`src/rtl/pixel_frame_sequencer.sv`:
```
// pixel_frame_sequencer
//
// Sequences one image-sensor frame: erase the pixel array, integrate for a
// programmable exposure, run the ADC ramp, then present each row for readout
// with a valid/ready handshake, and finally pulse frame_done.
//
// Ports
//   clk             rising-edge clock for all logic
//   reset           synchronous, active-high reset
//   start           frame request, honoured only in IDLE
//   abort           drop the current frame and go back to IDLE
//   expose_time     exposure length in cycles, latched at start (0 acts as 1)
//   row_ready       downstream accepts the row currently presented
//   erase           pixel erase strobe
//   expose          pixel integrate strobe
//   adc_enable      ADC ramp/convert enable
//   decoder_select  one-hot row select, all zero outside READ
//   row_valid       a row is being presented for readout
//   busy            high in every state except IDLE
//   frame_done      one-cycle end-of-frame pulse
//
// Parameters
//   ROWS            number of pixel rows (width of decoder_select)
//   ERASE_CYCLES    erase pulse length in cycles (1..255)
//   CONVERT_CYCLES  ADC ramp length in cycles (1..255)
//
// Build option
//   PIXEL_FRAME_CONTINUOUS_EN  when defined, a start seen in DONE chains
//                              straight into the next frame's ERASE and
//                              re-latches expose_time; otherwise every frame
//                              returns to IDLE for at least one cycle.

module pixel_frame_sequencer #(
    parameter int ROWS           = 10,
    parameter int ERASE_CYCLES   = 4,
    parameter int CONVERT_CYCLES = 255
) (
    input  logic            clk,
    input  logic            reset,
    input  logic            start,
    input  logic            abort,
    input  logic [7:0]      expose_time,
    input  logic            row_ready,
    output logic            erase,
    output logic            expose,
    output logic            adc_enable,
    output logic [ROWS-1:0] decoder_select,
    output logic            row_valid,
    output logic            busy,
    output logic            frame_done
);

    localparam int              ROW_W        = (ROWS > 1) ? $clog2(ROWS) : 1;
    localparam logic [ROW_W-1:0] LAST_ROW     = ROW_W'(ROWS - 1);
    localparam logic [7:0]      ERASE_LOAD   = 8'(ERASE_CYCLES);
    localparam logic [7:0]      CONVERT_LOAD = 8'(CONVERT_CYCLES);

    typedef enum logic [2:0] {
        IDLE,
        ERASE,
        EXPOSE,
        CONVERT,
        READ,
        DONE
    } state_t;

    state_t           state;
    state_t           state_next;
    logic [7:0]       count;
    logic [7:0]       count_next;
    logic [ROW_W-1:0] row;
    logic [ROW_W-1:0] row_next;
    logic [7:0]       exposure;
    logic [7:0]       exposure_next;
    logic [7:0]       expose_clamped;

    // A zero exposure request still integrates for one cycle.
    assign expose_clamped = (expose_time == 8'd0) ? 8'd1 : expose_time;

    // Next-state logic. The counter is loaded with the full duration on entry
    // to each timed state and counts down; the state is left on the cycle the
    // counter reads 1 (the <= guard keeps a corrupted zero from stalling).
    // Abort outranks everything else once a frame is in flight.
    always_comb begin
        state_next    = state;
        count_next    = count;
        row_next      = row;
        exposure_next = exposure;

        if ((state != IDLE) && abort) begin
            state_next = IDLE;
            count_next = 8'd0;
            row_next   = '0;
        end else begin
            case (state)
                IDLE: begin
                    if (start) begin
                        state_next    = ERASE;
                        count_next    = ERASE_LOAD;
                        exposure_next = expose_clamped;
                    end
                end
                ERASE: begin
                    if (count <= 8'd1) begin
                        state_next = EXPOSE;
                        count_next = exposure;
                    end else begin
                        count_next = count - 8'd1;
                    end
                end
                EXPOSE: begin
                    if (count <= 8'd1) begin
                        state_next = CONVERT;
                        count_next = CONVERT_LOAD;
                    end else begin
                        count_next = count - 8'd1;
                    end
                end
                CONVERT: begin
                    if (count <= 8'd1) begin
                        state_next = READ;
                        count_next = 8'd0;
                        row_next   = '0;
                    end else begin
                        count_next = count - 8'd1;
                    end
                end
                READ: begin
                    // row_valid is high for the whole of READ, so row_ready
                    // alone marks a completed handshake.
                    if (row_ready) begin
                        if (row == LAST_ROW) begin
                            state_next = DONE;
                            row_next   = '0;
                        end else begin
                            row_next = row + 1'b1;
                        end
                    end
                end
                DONE: begin
`ifdef PIXEL_FRAME_CONTINUOUS_EN
                    if (start) begin
                        state_next    = ERASE;
                        count_next    = ERASE_LOAD;
                        exposure_next = expose_clamped;
                    end else begin
                        state_next = IDLE;
                        count_next = 8'd0;
                    end
`else
                    state_next = IDLE;
                    count_next = 8'd0;
`endif
                end
                default: begin
                    state_next = IDLE;
                    count_next = 8'd0;
                    row_next   = '0;
                end
            endcase
        end
    end

    // State and outputs are registered together. Outputs are decoded from the
    // next state so they line up with the state they describe, which also
    // guarantees only one of the strobes/row_valid is ever high.
    always_ff @(posedge clk) begin
        if (reset) begin
            state          <= IDLE;
            count          <= 8'd0;
            row            <= '0;
            exposure       <= 8'd1;
            erase          <= 1'b0;
            expose         <= 1'b0;
            adc_enable     <= 1'b0;
            decoder_select <= '0;
            row_valid      <= 1'b0;
            busy           <= 1'b0;
            frame_done     <= 1'b0;
        end else begin
            state          <= state_next;
            count          <= count_next;
            row            <= row_next;
            exposure       <= exposure_next;
            erase          <= (state_next == ERASE);
            expose         <= (state_next == EXPOSE);
            adc_enable     <= (state_next == CONVERT);
            decoder_select <= (state_next == READ) ? (ROWS'(1) << row_next) : '0;
            row_valid      <= (state_next == READ);
            busy           <= (state_next != IDLE);
            frame_done     <= (state_next == DONE);
        end
    end

endmodule

```
`config.mk`:
```
export PLATFORM = sky130hd
export DESIGN_NAME = pixel_frame_sequencer
export DESIGN_NICKNAME = d
export VERILOG_FILES = /design/src/rtl/pixel_frame_sequencer.sv
export SDC_FILE = /design/constraint.sdc
export NUM_CORES = 1
export LEC_CHECK = 0
export BUFFER_PORTS_ARGS = -buffer_cell sky130_fd_sc_hd__buf_4
export CORE_MARGIN = 4
export CORE_UTILIZATION = 35
export CTS_BUF_LIST = sky130_fd_sc_hd__clkbuf_4 sky130_fd_sc_hd__clkbuf_8
export DETAILED_ROUTE_END_ITERATION = 10
export PLACE_DENSITY_LB_ADDON = 0.08
export SYNTH_ARGS = -nofsm -noshare
export SYNTH_HDL_FRONTEND = slang
export SYNTH_SLANG_ARGS = --single-unit
```
`constraint.sdc`:
```
create_clock -name clk -period 6.4 [get_ports clk]
set_input_delay 0.64 -clock clk [delete_from_list [all_inputs] [get_ports clk]]
set_output_delay 0.64 -clock clk [all_outputs]
set_load 0.005 [all_outputs]
```
==> results.md, run 1 <==
Die:
- The initial utilization of the core area, before any placement, comes to 37.0%.
- The floorplan step defined a die boundary enclosing 7270 sq um.
- The number of core rows is 27.
- The die extent in y is 85.3 um.
- In this run the count of I/O pins placed on the die edge is 29.
- The core region is 5640 sq um.
- From left edge to right edge, the die measures 85.3 um.

Detailed routing:
- Using the TritonRoute via totals, the vias-per-cell ratio works out to 5.46.
- In the routed design, unresolved DRC markers number 0.
- Summed over all layers, the routed wires come to 5.35 mm.
- The final antenna-violating net count is 0.
- After detailed routing, the average wire length per cell comes to 15.2 um.
- The count of TritonRoute iterations in the first routing pass is 4.
- The detailed router finished its first iteration with 151 violations.
- The routed layout has 1916 vias.

Layout:
- The post-route netlist has 16.1% of its cells at a drive strength greater than 1.
- The library cells used most frequently in the layout, excluding fill and tap cells, are sky130_fd_sc_hd__dfxtp_1, sky130_fd_sc_hd__nand2_1, sky130_fd_sc_hd__buf_4, sky130_fd_sc_hd__a21oi_1, sky130_fd_sc_hd__nor2_1.
- The sequential cells in the finished layout cover a total of 781 sq um.
- Relative to the synthesized area, the layout overhead comes to 14.7%.
- The net count of the finished layout is 295.
- Leaving out fill and tap cells, the most frequent cell in the layout is sky130_fd_sc_hd__dfxtp_1.
- 0 antenna diodes ended up in the layout.
- The filler cell count in the final layout is 601.
- The count of cells in the finished layout, fillers not included, comes to 351.
- In the final layout, the multi-input gates occupy 1200 sq um.

Pwr:
- The part of the total power dissipated in the clock network is 24.2%.
- The total internal power is 0.000436 W.
- Per report_power, the combinational group accounts for 33.5% of the total.
- The share of power burned in registers is 42.3%.
- The areal power density over the cells is 288 nW/um^2.
- The switching fraction of total power is 36.9%.
- IR analysis of the VDD net gives a maximum drop of 0.131 mV.
- The design draws 0.000690 W.
- Summed over all nets, the switching power comes to 0.000255 W.
- In this run the static leakage power is 0.922 nW.

Synthesis:
- The dominant register cell in the synthesized netlist is sky130_fd_sc_hd__dfxtp_1.
- The net count of the mapped netlist is 279.
- Counting flops with an async set or reset pin after synthesis yields a share of 0%.
- Synthesis produced 262 cells.
- For this run, the number of Yosys warnings is 0.
- The average size of a mapped cell is 7.98 sq um.
- Counting flops and latches in the post-synthesis netlist gives 39.
- The number of distinct library cells after synthesis is 55.
- The number of enable flip-flop cells after synthesis is 0.
- The part of the Yosys area used for sequential elements is 37.4%.
- After synthesis the cells add up to 2090 sq um.

STA:
- Setup violations remaining at the end of the flow were counted as 0.
- The number of hold violations in the final report is 0.
- The transition time at the pin with the least slew margin is 762 ps.
- Setup repair after global routing left no endpoint under its margin.
- The fmax is 394 MHz.
- For the final routed database, the setup TNS stands at 0 ps.
- The worst path needs 2540 ps of the cycle, external delays included.
- The relative slew slack is 49.1%.
- The setup slack after layout is 3860 ps.
- The number of max-slew violations in the final report is 0.
- After layout, the worst path uses 39.7% of the clock period.
- Across the routed clock network, the largest skew measured is 9.92 ps.
- The worst hold margin is 460 ps.

Clocking:
- The clock transition at the register clock pins on the worst setup and hold paths after CTS is 80 ps.
- TritonCTS built the clock tree.
- Hold repair after CTS inserted 0 buffers.
- The CTS root buffer is sky130_fd_sc_hd__clkbuf_8.
- The worst-skew pair later-pin latency is 290 ps.
- Once the clock tree was built, the resizer swapped 0 gates to a different size.
- The CTS H-tree depth is 2.
- Counting every sink on the clock net gives 39.
- The post-CTS setup buffer count is 0.
- The maximum count of clock buffers along a single path is 2.
- The number of CTS-inserted buffers is 5.

Place:
- The half-perimeter wire length of the detailed placement result is 3.78 mm.
- The number of buffers added on ports is 28.
- Timing analysis after detailed placement gives a worst setup slack of 3930 ps.
- The weighted congestion at the end of routability-driven global placement is 0.831.
- After detailed placement, the design holds a cell count of 343.

Critical path:
- Data arrives at the worst endpoint at 2740 ps.
- At the worst endpoint, the required time is 6600 ps.
- Of all nets on the critical path, the largest fanout is 11.
- STA classifies the critical path startpoint as a flip-flop.
- The type of the setup path with the least slack is reg -> reg.
- The sort of element at the end of the critical path is a flip-flop.

Global routing:
- Entering global routing, the biggest net connects 26 pins.
- The number of antenna violations at the first check in global routing is 0.
- The number of global-route vias before repair is 1832.
- The overall routing resource usage is 15.0%.
- The first global-routing pass estimated 8.94 mm of wire.
- Summed over all layers, the global routing overflow is 0.

Worst hold path:
- The class of the tightest hold or removal check is reg -> reg.

Run status:
- The flow ran to the end, and the final reports show no timing, DRC or antenna violations.

Job:
- The count of maximum capacitance violations is 0.
==> per-stage QoR <==
stage	instance area [sq um]	utilization (%)
floorplan	2090	-
global placement	2310	40.9
detailed placement	2310	40.9
CTS	2400	42.5
global route	2400	42.5
finish	2400	42.5
==> state kept, by name (all words and copies together) (netlist names) <==
register        flops
decoder_select     10
count               8
exposure            8
row                 4
state               3
adc_enable          1
busy                1
erase               1
expose              1
frame_done          1
row_valid           1
==> cells by family (layout without fill, tap and decap cells) <==
logic type	Yosys count	in the layout	synth area share, %
buf+inv	27	44	5.39
mux	2	2	1.08
fa+ha+maj	5	5	2.87
flops	39	39	37.4
xor+xnor	5	5	2.10
compound gates	71	71	22.4
simple gates	113	113	28.8
==> routing by layer <==
metal / global-route usage [%] / share of wire [%]
met1: 21.1 / 51
met2: 23.0 / 44
met3: 3.11 / 4.0
met4: 4.32 / 0.84
met5: 0 / 0
==> cells in the mapped netlist, types with 3 or more instances <==
master	instances	area [sq um]
sky130_fd_sc_hd__clkbuf_1	14	52.6
sky130_fd_sc_hd__o21ai_0	14	70.1
sky130_fd_sc_hd__a21oi_1	23	115
sky130_fd_sc_hd__and2_1	4	25.0
sky130_fd_sc_hd__xor2_1	3	26.3
sky130_fd_sc_hd__nand3_1	7	35.0
sky130_fd_sc_hd__nand4_1	5	31.3
sky130_fd_sc_hd__nor4b_1	3	26.3
sky130_fd_sc_hd__or4_1	3	22.5
sky130_fd_sc_hd__dfxtp_1	39	781
sky130_fd_sc_hd__buf_2	3	15.0
sky130_fd_sc_hd__ha_1	4	50.1
sky130_fd_sc_hd__nor3_1	11	55.1
sky130_fd_sc_hd__o41ai_1	4	35.0
sky130_fd_sc_hd__or2_2	3	18.8
sky130_fd_sc_hd__inv_1	8	30.0
sky130_fd_sc_hd__a2bb2oi_1	3	26.3
sky130_fd_sc_hd__nor4_1	4	25.0
sky130_fd_sc_hd__nand2_1	35	131
sky130_fd_sc_hd__o31ai_1	4	30.0
sky130_fd_sc_hd__o211ai_1	3	22.5
sky130_fd_sc_hd__nor2_1	18	67.6
sky130_fd_sc_hd__nor2b_1	5	31.3
sky130_fd_sc_hd__nand2b_1	3	18.8
==> path summary, 6_finish.rpt <==
check	from	to	slack [ps]	depth (start not counted)
setup / recovery	count[4]	decoder_select[2]	3860	5
hold / removal	exposure[2]	exposure[2]	460	2
setup reg to reg	count[4]	decoder_select[2]	3860	5
hold reg to reg	exposure[2]	exposure[2]	460	2
==> power groups by stage <==
stage | Combinational (W) | Sequential, W | Clock, W
6_report | 0.000232 | 0.000292 | 0.000167
3_5_place_dp | 0.000228 | 0.000297 | 0
4_1_cts | 0.000229 | 0.000292 | 0.000173
2_1_floorplan | 0.000187 | 0.000284 | 0
3_3_place_gp | 0.000234 | 0.000297 | 0
5_1_grt | 0.000255 | 0.000297 | 0.000181
==> area by class of cell <==
| cell class | instances | share of cell area [%] |
|---|---|---|
| multi-input combinational | 196 | 49.9 |
| clock buffer | 6 | 3.19 |
| inverter | 8 | 1.25 |
| clock inverter | 2 | 0.522 |
| timing repair buffer | 28 | 8.77 |
| sequential | 39 | 32.6 |
| tap | 72 | 3.76 |
==> worst max-delay path: stages, from the launching register on <==
cell and delay, ps:
sky130_fd_sc_hd__dfxtp_1 380, sky130_fd_sc_hd__nor4_2 460, sky130_fd_sc_hd__nand3_1 420, sky130_fd_sc_hd__o31a_1 480, sky130_fd_sc_hd__or4_4 500, sky130_fd_sc_hd__a211oi_1 220
No activity file was read; power rests on OpenSTA's default activity.
==> run 2: changes to the inputs <==
Clock period 6.4 ns to 2.1 ns, I/O delays scaled along.
==> results.md, run 2 (same netlist as run 1, synthesis figures left out) <==
Critical path:
- The maximum fanout encountered on the critical timing path is 7 (-4).
- The worst reg2reg path depth is 8 (+3).
- The startpoint identified for the worst register-to-register timing path is count[0].
- The endpoint of the worst register-to-register path is decoder_select[0].
- The data required time at the worst endpoint is 2280 ps (-4320 ps).
- In this run the worst setup path terminates at decoder_select[0].
- The origin of the worst setup path is count[0].
- The register-to-register path setup slack is 80 ps (-3780 ps).
- The worst setup path is launched from a flip-flop.
- STA classifies the critical path endpoint as a flip-flop.
- The worst setup path is of the reg -> reg kind.
- The critical path arrival is 2200 ps (-540 ps).

Place:
- The total placed cells including tap cells is 366 (+6.7%).
- The weighted congestion at the end of routability-driven global placement is 0.841 (+1.2%).
- The number of buffers added on ports is 28 (unchanged).
- The half-perimeter wire length of the detailed placement result is 3.96 mm (+4.9%).
- The cell area reported after detailed placement is 2480 sq um (+7.7%).

Detailed routing:
- The final routed wire length divided by cell count is 14.6 um (-4.4%).
- The post-route DRC violation count is 0 (unchanged).
- The final antenna-violating net count is 0 (unchanged).
- The vias per cell is 5.31 (-2.8%).
- The count of TritonRoute iterations in the first routing pass was 4 (unchanged).
- The detailed router's first-iteration violation count is 113 (-25%).
- The total vias in the final route is 1990 (+3.9%).
- The final wirelength is 5.46 mm (+2.2%).

Layout:
- The final design instance area without fill came to 2640 sq um (+10%).
- The number of flip-flops under the largest register name is 10 (unchanged).
- The area growth from synthesis to layout is 26.2%.
- In the layout the commonest cells are sky130_fd_sc_hd__buf_4, sky130_fd_sc_hd__dfxtp_1, sky130_fd_sc_hd__nand2_1, sky130_fd_sc_hd__a21oi_1, sky130_fd_sc_hd__nor2_1.
- The library cell used most frequently in the layout, excluding fill and tap cells, is sky130_fd_sc_hd__buf_4.
- The filler cell count in the final layout is 571 (-5.0%).
- decoder_select holds more flip-flops than any other register.
- In the final layout, the registers with the most flip-flops are decoder_select x10, count x8, exposure x8.
- The ratio of cells with drive above 1 in the final layout came to 25.4% (+9.3 points).
- The count of non-filler cells in the finished layout is 375 (+6.8%).
- The post-layout utilization of the core is 46.8% (+4.3 points).
- The number of antenna diodes was 0 (unchanged).
- The count of nets after finishing was 319 (+8.1%).

STA:
- The fmax is 495 MHz (+26%).
- The count of final setup violators is 0 (unchanged).
- The relative slew slack is 69.9% (+21 points).
- The portion of the clock cycle consumed by the worst path in the final layout came to 96.2% (+56 points).
- The number of hold violations in the final report is 0 (unchanged).
- The clock period minus final worst setup slack is 2020 ps (-520 ps).
- The transition time at the pin with the least slew margin was 447 ps (-316 ps).
- The number of max-slew violations in the final report is 0 (unchanged).
- The worst clock skew came to 2.12 ps (-7.80 ps).
- The total negative setup slack is 0 ps (unchanged).
- The worst hold margin is 164 ps (-296 ps).

Pwr:
- The leakage power is 1.07 nW (+16%).
- The worst ir drop on vdd is 0.401 mV (+210%).
- The areal power density over the cells is 923 nW/um^2 (+220%).

Die:
- The number of placed I/O pins is 29 (unchanged).
- The placeable core region is 5640 sq um (unchanged).
- The die extent in y is 85.3 um (unchanged).
- The number of core rows was 27 (unchanged).
- The starting density of the core is 37.0% (unchanged).
- The overall die area was 7270 sq um (unchanged).
- The overall die width is 85.3 um (unchanged).

Global routing:
- The number of global-route vias before repair is 1786 (-2.5%).
- The global-route wire length before repair came to 9.01 mm (+0.77%).
- The overall routing resource usage is 15.3% (+0.28 points).
- The total congestion overflow came to 0 (unchanged).
- The number of antenna violations at the first check in global routing is 0 (unchanged).
- The maximum number of pins on one net before global-route repair was 23 (-12%).

Clocking:
- The number of CTS-inserted buffers is 5 (unchanged).
- The maximum count of clock buffers along a single path was 2 (unchanged).
- The worst-skew pair later-pin latency is 290 ps (about the same).
- TritonCTS built the clock tree.
- The CTS H-tree depth was 2 (unchanged).
- The clock transition at the register clock pins on the worst setup and hold paths after CTS is 80 ps (about the same).
- The CTS root buffer is sky130_fd_sc_hd__clkbuf_8.
- The number of sinks driven by the clock tree is 39 (unchanged).

Job:
- The count of maximum capacitance violations is 0 (unchanged).

Run status:
- The flow ran to the end, and the final reports show no timing, DRC or antenna violations.

Worst hold path:
- The path class of the tightest hold or removal check is in -> reg.
## run 2: changes by cell type in the layout (fill, tap and decap cells not counted), sizes merged
cell,delta
clkbuf,-1
buf,+24
bufinv,+1
clkinvlp,-1
clkinv,+1
## run 2: metal layers
metal,track usage [%],wire length [um]
met5,0,0
met4,5.04,53
met3,3.50,302
met2,21.2,2220
met1,22.9,2890
## run 2: how the worst min path moves through the flow
stage	from	endpoint	depth (start not counted)
2_1_floorplan	expose_time[4]	exposure[4]	2
3_3_place_gp	exposure[7]	exposure[7]	2
3_5_place_dp	exposure[5]	exposure[5]	2
4_1_cts	expose_time[2]	exposure[2]	3
5_1_grt	expose_time[2]	exposure[2]	3
6_report	expose_time[2]	exposure[2]	3
## run 2: power breakdown
group / switching, W / internal, W / leakage, nW
Clock: 0.000277 / 0.000354 / 0.0581
Sequential: 0.0000663 / 0.000805 / 0.318
Combinational: 0.000502 / 0.000432 / 0.691
## run 2: area by class of cell
type                       count  area [sq um]  share of cell area [%]
multi-input combinational    196          1230                    46.6
sequential                    39           786                    29.8
timing repair buffer          52           390                    14.8
tap                           72          90.1                    3.42
clock buffer                   5          68.8                    2.61
clock inverter                 3          43.8                    1.66
inverter                       8          30.0                    1.14
## run 2: what timing repair did
action,4_1_cts,5_1_grt
hold buffers,0,0
resized for setup,3,6
setup endpoints to repair,4,15
pin swaps,2,3
setup buffers,0,1
## run 2: critical path, cell delays in order, from the launching register on
cell and delay [ps]:
sky130_fd_sc_hd__dfxtp_4 380, sky130_fd_sc_hd__inv_1 60, sky130_fd_sc_hd__ha_2 200, sky130_fd_sc_hd__or2_4 280, sky130_fd_sc_hd__nand4_1 180, sky130_fd_sc_hd__buf_4 150, sky130_fd_sc_hd__nand2_1 50, sky130_fd_sc_hd__a311o_2 430
sky130_fd_sc_hd__nor3b_2 170
## run 2: stage by stage
step	total power, W	setup WS (ps)
after floorplan	0.00145	-7.92
after global placement	0.00178	45.1
after detailed placement	0.00177	14.4
after CTS	0.00241	39.2
after global routing	0.00258	-11.7
final	0.00244	80.6
==> run 3: changes to the inputs <==
Settings changed: ABC_AREA set to 1.
==> results.md, run 3 <==
Pwr:
- The switching fraction of total power was 42.6% (+7.9 points).
- The share of power burned in registers is 36.9% (+1.1 points).
- The total internal power came to 0.00141 W (-11%).
- The part of the power in combinational logic is 42.7% (+4.3 points).
- The leakage power came to 1.11 nW (+3.9%).
- The worst ir drop on vdd was 0.420 mV (+4.6%).
- The part of the total power dissipated in the clock network is 20.4% (-5.5 points).
- The areal power density over the cells is 1040 nW/um^2 (+12%).
- The switching component of the power came to 0.00105 W (+24%).

STA:
- The number of hold violations in the final report is 0 (unchanged).
- The number of max-slew violations in the final report is 0 (unchanged).
- The transition time at the pin with the least slew margin is 511 ps (+64.0 ps).
- The clock period minus final worst setup slack was 1820 ps (-202 ps).
- The fmax is 550 MHz (+11%).
- The portion of the clock cycle consumed by the worst path in the final layout is 86.5% (-9.6 points).
- The relative slew slack is 65.8% (-4.2 points).
- The total negative setup slack came to 0 ps (unchanged).
- The worst clock skew is 11.9 ps (+9.80 ps).
- The count of final setup violators is 0 (unchanged).

Die:
- The starting density of the core is 36.0% (-1.0 points).
- The overall die area came to 6900 sq um (-5.1%).
- The number of placed I/O pins came to 29 (unchanged).
- The number of core rows came to 27 (unchanged).
- The overall die width was 83.1 um (-2.6%).
- The placeable core region is 5470 sq um (-3.0%).
- The die extent in y was 83.1 um (-2.6%).

Critical path:
- The worst setup path is captured at a flip-flop.
- Walking the worst path, the cells encountered are inv_1 > ha_2 > nor2_1 > nor2_2 > nand2_4 > nand3_1 > nand3_2 > nor2_4 > nand3_1 > nor2_1.
- The startpoint type of the worst setup path is a flip-flop.
- The startpoint identified for the worst register-to-register timing path is count[0].
- The maximum fanout encountered on the critical timing path is 19 (+12).
- The origin of the worst setup path is count[0].
- The number of buffers and inverters on the critical path came to 1 (-1).
- The critical path in this run is classified as reg -> reg.
- The critical path arrival was 2040 ps (-160 ps).
- The highest-delay cell along the critical path is sky130_fd_sc_hd__dfxtp_1.
- Grouping stages by cell kind, the critical path spends the most delay in simple AND/OR/NAND/NOR gates.
- The largest stage delay on the critical path is 340 ps (-90 ps).
- The data required time at the worst endpoint is 2320 ps (+40 ps).

Synthesis:
- The proportion of register bits with asynchronous set or reset after synthesis was 0% (unchanged).
- The area fraction of the dominant cell type after synthesis was 39.6% (+2.2 points).
- By count the netlist is led by sky130_fd_sc_hd__nand2_1, sky130_fd_sc_hd__nor2_1, sky130_fd_sc_hd__dfxtp_1.
- The cell with the most instances after synthesis is sky130_fd_sc_hd__nand2_1.
- The number of enable flip-flop cells after synthesis is 0 (unchanged).
- The net count of the mapped netlist is 306 (+9.7%).
- The yosys synthesis warning count is 0 (unchanged).
- The register bit total from synthesis was 39 (unchanged).
- The top cell type by total area after synthesis is sky130_fd_sc_hd__dfxtp_1.
- The synthesized instance count was 289 (+10%).
- The number of distinct library cells after synthesis was 31 (-44%).
- Sorting the synthesized cells by area gives the leading types as sky130_fd_sc_hd__dfxtp_1, sky130_fd_sc_hd__nand2_1, sky130_fd_sc_hd__nor2_1.
- The average size of a mapped cell is 6.82 sq um (-14%).
- For this run, the leading register cell type out of synthesis is sky130_fd_sc_hd__dfxtp_1.
- The cell area after technology mapping is 1970 sq um (-5.6%).
- The part of the Yosys area used for sequential elements is 39.6% (+2.2 points).

Place:
- The half-perimeter wire length of the detailed placement result was 3.44 mm (-13%).
- The cell area reported after detailed placement is 2270 sq um (-8.7%).
- The number of buffers added on ports is 28 (unchanged).
- The weighted congestion at the end of routability-driven global placement is 0.845 (+0.44%).
- The total placed cells including tap cells is 387 (+5.7%).

Global routing:
- The number of antenna violations at the first check in global routing is 0 (unchanged).
- The maximum number of pins on one net before global-route repair was 20 (-13%).
- The total congestion overflow is 0 (unchanged).
- The number of global-route vias before repair was 1738 (-2.7%).
- The overall routing resource usage is 14.0% (-1.3 points).
- The global-route wire length before repair is 7.94 mm (-12%).

Detailed routing:
- The vias per cell came to 4.65 (-12%).
- The post-route DRC violation count came to 0 (unchanged).
- The final antenna-violating net count is 0 (unchanged).
- The count of TritonRoute iterations in the first routing pass is 4 (unchanged).
- The final routed wire length divided by cell count came to 11.5 um (-21%).
- The total vias in the final route was 1837 (-7.7%).
- The detailed router's first-iteration violation count is 105 (-7.1%).
- The final wirelength is 4.54 mm (-17%).

Clocking:
- The number of sinks driven by the clock tree is 39 (unchanged).
- The CTS H-tree depth came to 2 (unchanged).
- The post-CTS setup buffer count was 0 (unchanged).
- The number of CTS-inserted buffers is 5 (unchanged).
- TritonCTS built the clock tree.
- The worst-skew pair later-pin latency is 290 ps (about the same).
- CTS placed an instance of sky130_fd_sc_hd__clkbuf_8 at the clock tree root.
- The maximum count of clock buffers along a single path is 2 (unchanged).
- The clock transition at the register clock pins on the worst setup and hold paths after CTS is 80 ps (about the same).

Layout:
- The count of nets after finishing is 339 (+6.3%).
- The largest registers in the layout are decoder_select x10, count x8, exposure x8.
- The number of flip-flops under the largest register name was 10 (unchanged).
- The ratio of cells with drive above 1 in the final layout is 19.8% (-5.6 points).
- The count of non-filler cells in the finished layout came to 395 (+5.3%).
- The library cells used most frequently in the layout, excluding fill and tap cells, are sky130_fd_sc_hd__nand2_1, sky130_fd_sc_hd__nor2_1, sky130_fd_sc_hd__dfxtp_1, sky130_fd_sc_hd__buf_4, sky130_fd_sc_hd__inv_1.
- The final design instance area without fill came to 2370 sq um (-10%).
- More flip-flops sit in one register than any other, and that register is decoder_select.
- The most frequent standard cell in the layout excluding fill and tap cells is sky130_fd_sc_hd__nand2_1.
- The area growth from synthesis to layout is 20.2%.
- The number of antenna diodes is 0 (unchanged).

Job:
- The count of maximum capacitance violations is 0 (unchanged).

Worst hold path:
- In this run the most critical hold path is launched from expose_time[7].
- The path class of the tightest hold or removal check is in -> reg.

Run status:
- The run finished with clean final reports.
run 3: area by class of cell:
class	count	area (sq um)
Fill cell	610	3100
Multi-Input combinational cell	211	1050
Sequential cell	39	781
Timing Repair Buffer	30	225
Inverter	35	131
Tap cell	72	90.1
Clock buffer	5	68.8
Clock inverter	3	20.0
run 3: worst min-delay path: cells and delay by family:
family,cells,cell delay [ps]
buf+inv,1,80
simple gates,2,110
run 3: logic make-up after synthesis:
kind of cell,synth area share (%)
XOR/XNOR,2.22
flip-flops,39.6
adder cells (fa/ha/maj),2.54
buffers and inverters,7.61
AND/OR/NAND/NOR,37.4
AO/OA/AOI/OAI,10.7
run 3: metal layers:
metal	GRT usage, %	wire, um
met3	3.87	197
met5	0	0
met1	19.1	2300
met2	21.4	2000
met4	4.46	40
run 3: final timing paths:
path	to	slack, ps	cells past startpoint
hold / removal	exposure[7]	150	3
setup / recovery	decoder_select[8]	280	10
hold reg to reg	exposure[3]	460	2
setup reg to reg	decoder_select[8]	280	10
run 3: timing repair:
action,in CTS,in global routing
hold buffers,0,0
endpoints found under the hold margin,0,0
endpoints found under the setup margin,0,14
gates resized for setup,0,4
run 3: through the flow:
stage	util (%)	worst slack [ps]	hold WS, ps	power [W]
after detailed placement	41.4	139	447	0.00195
final	43.3	283	152	0.00246
after global routing	43.3	-20.3	158	0.00269
after CTS	43.1	120	145	0.00246
after global placement	41.4	160	443	0.00196
after floorplan	-	485	345	0.00170
run 3: power by group through the flow:
stage | logic (W) | clock network [W] | registers [W]
floorplan | 0.000793 | 0 | 0.000907
global placement | 0.00104 | 0 | 0.000924
detailed placement | 0.00102 | 0 | 0.000923
CTS | 0.00103 | 0.000525 | 0.000907
global route | 0.00122 | 0.000552 | 0.000921
finish | 0.00105 | 0.000503 | 0.000908
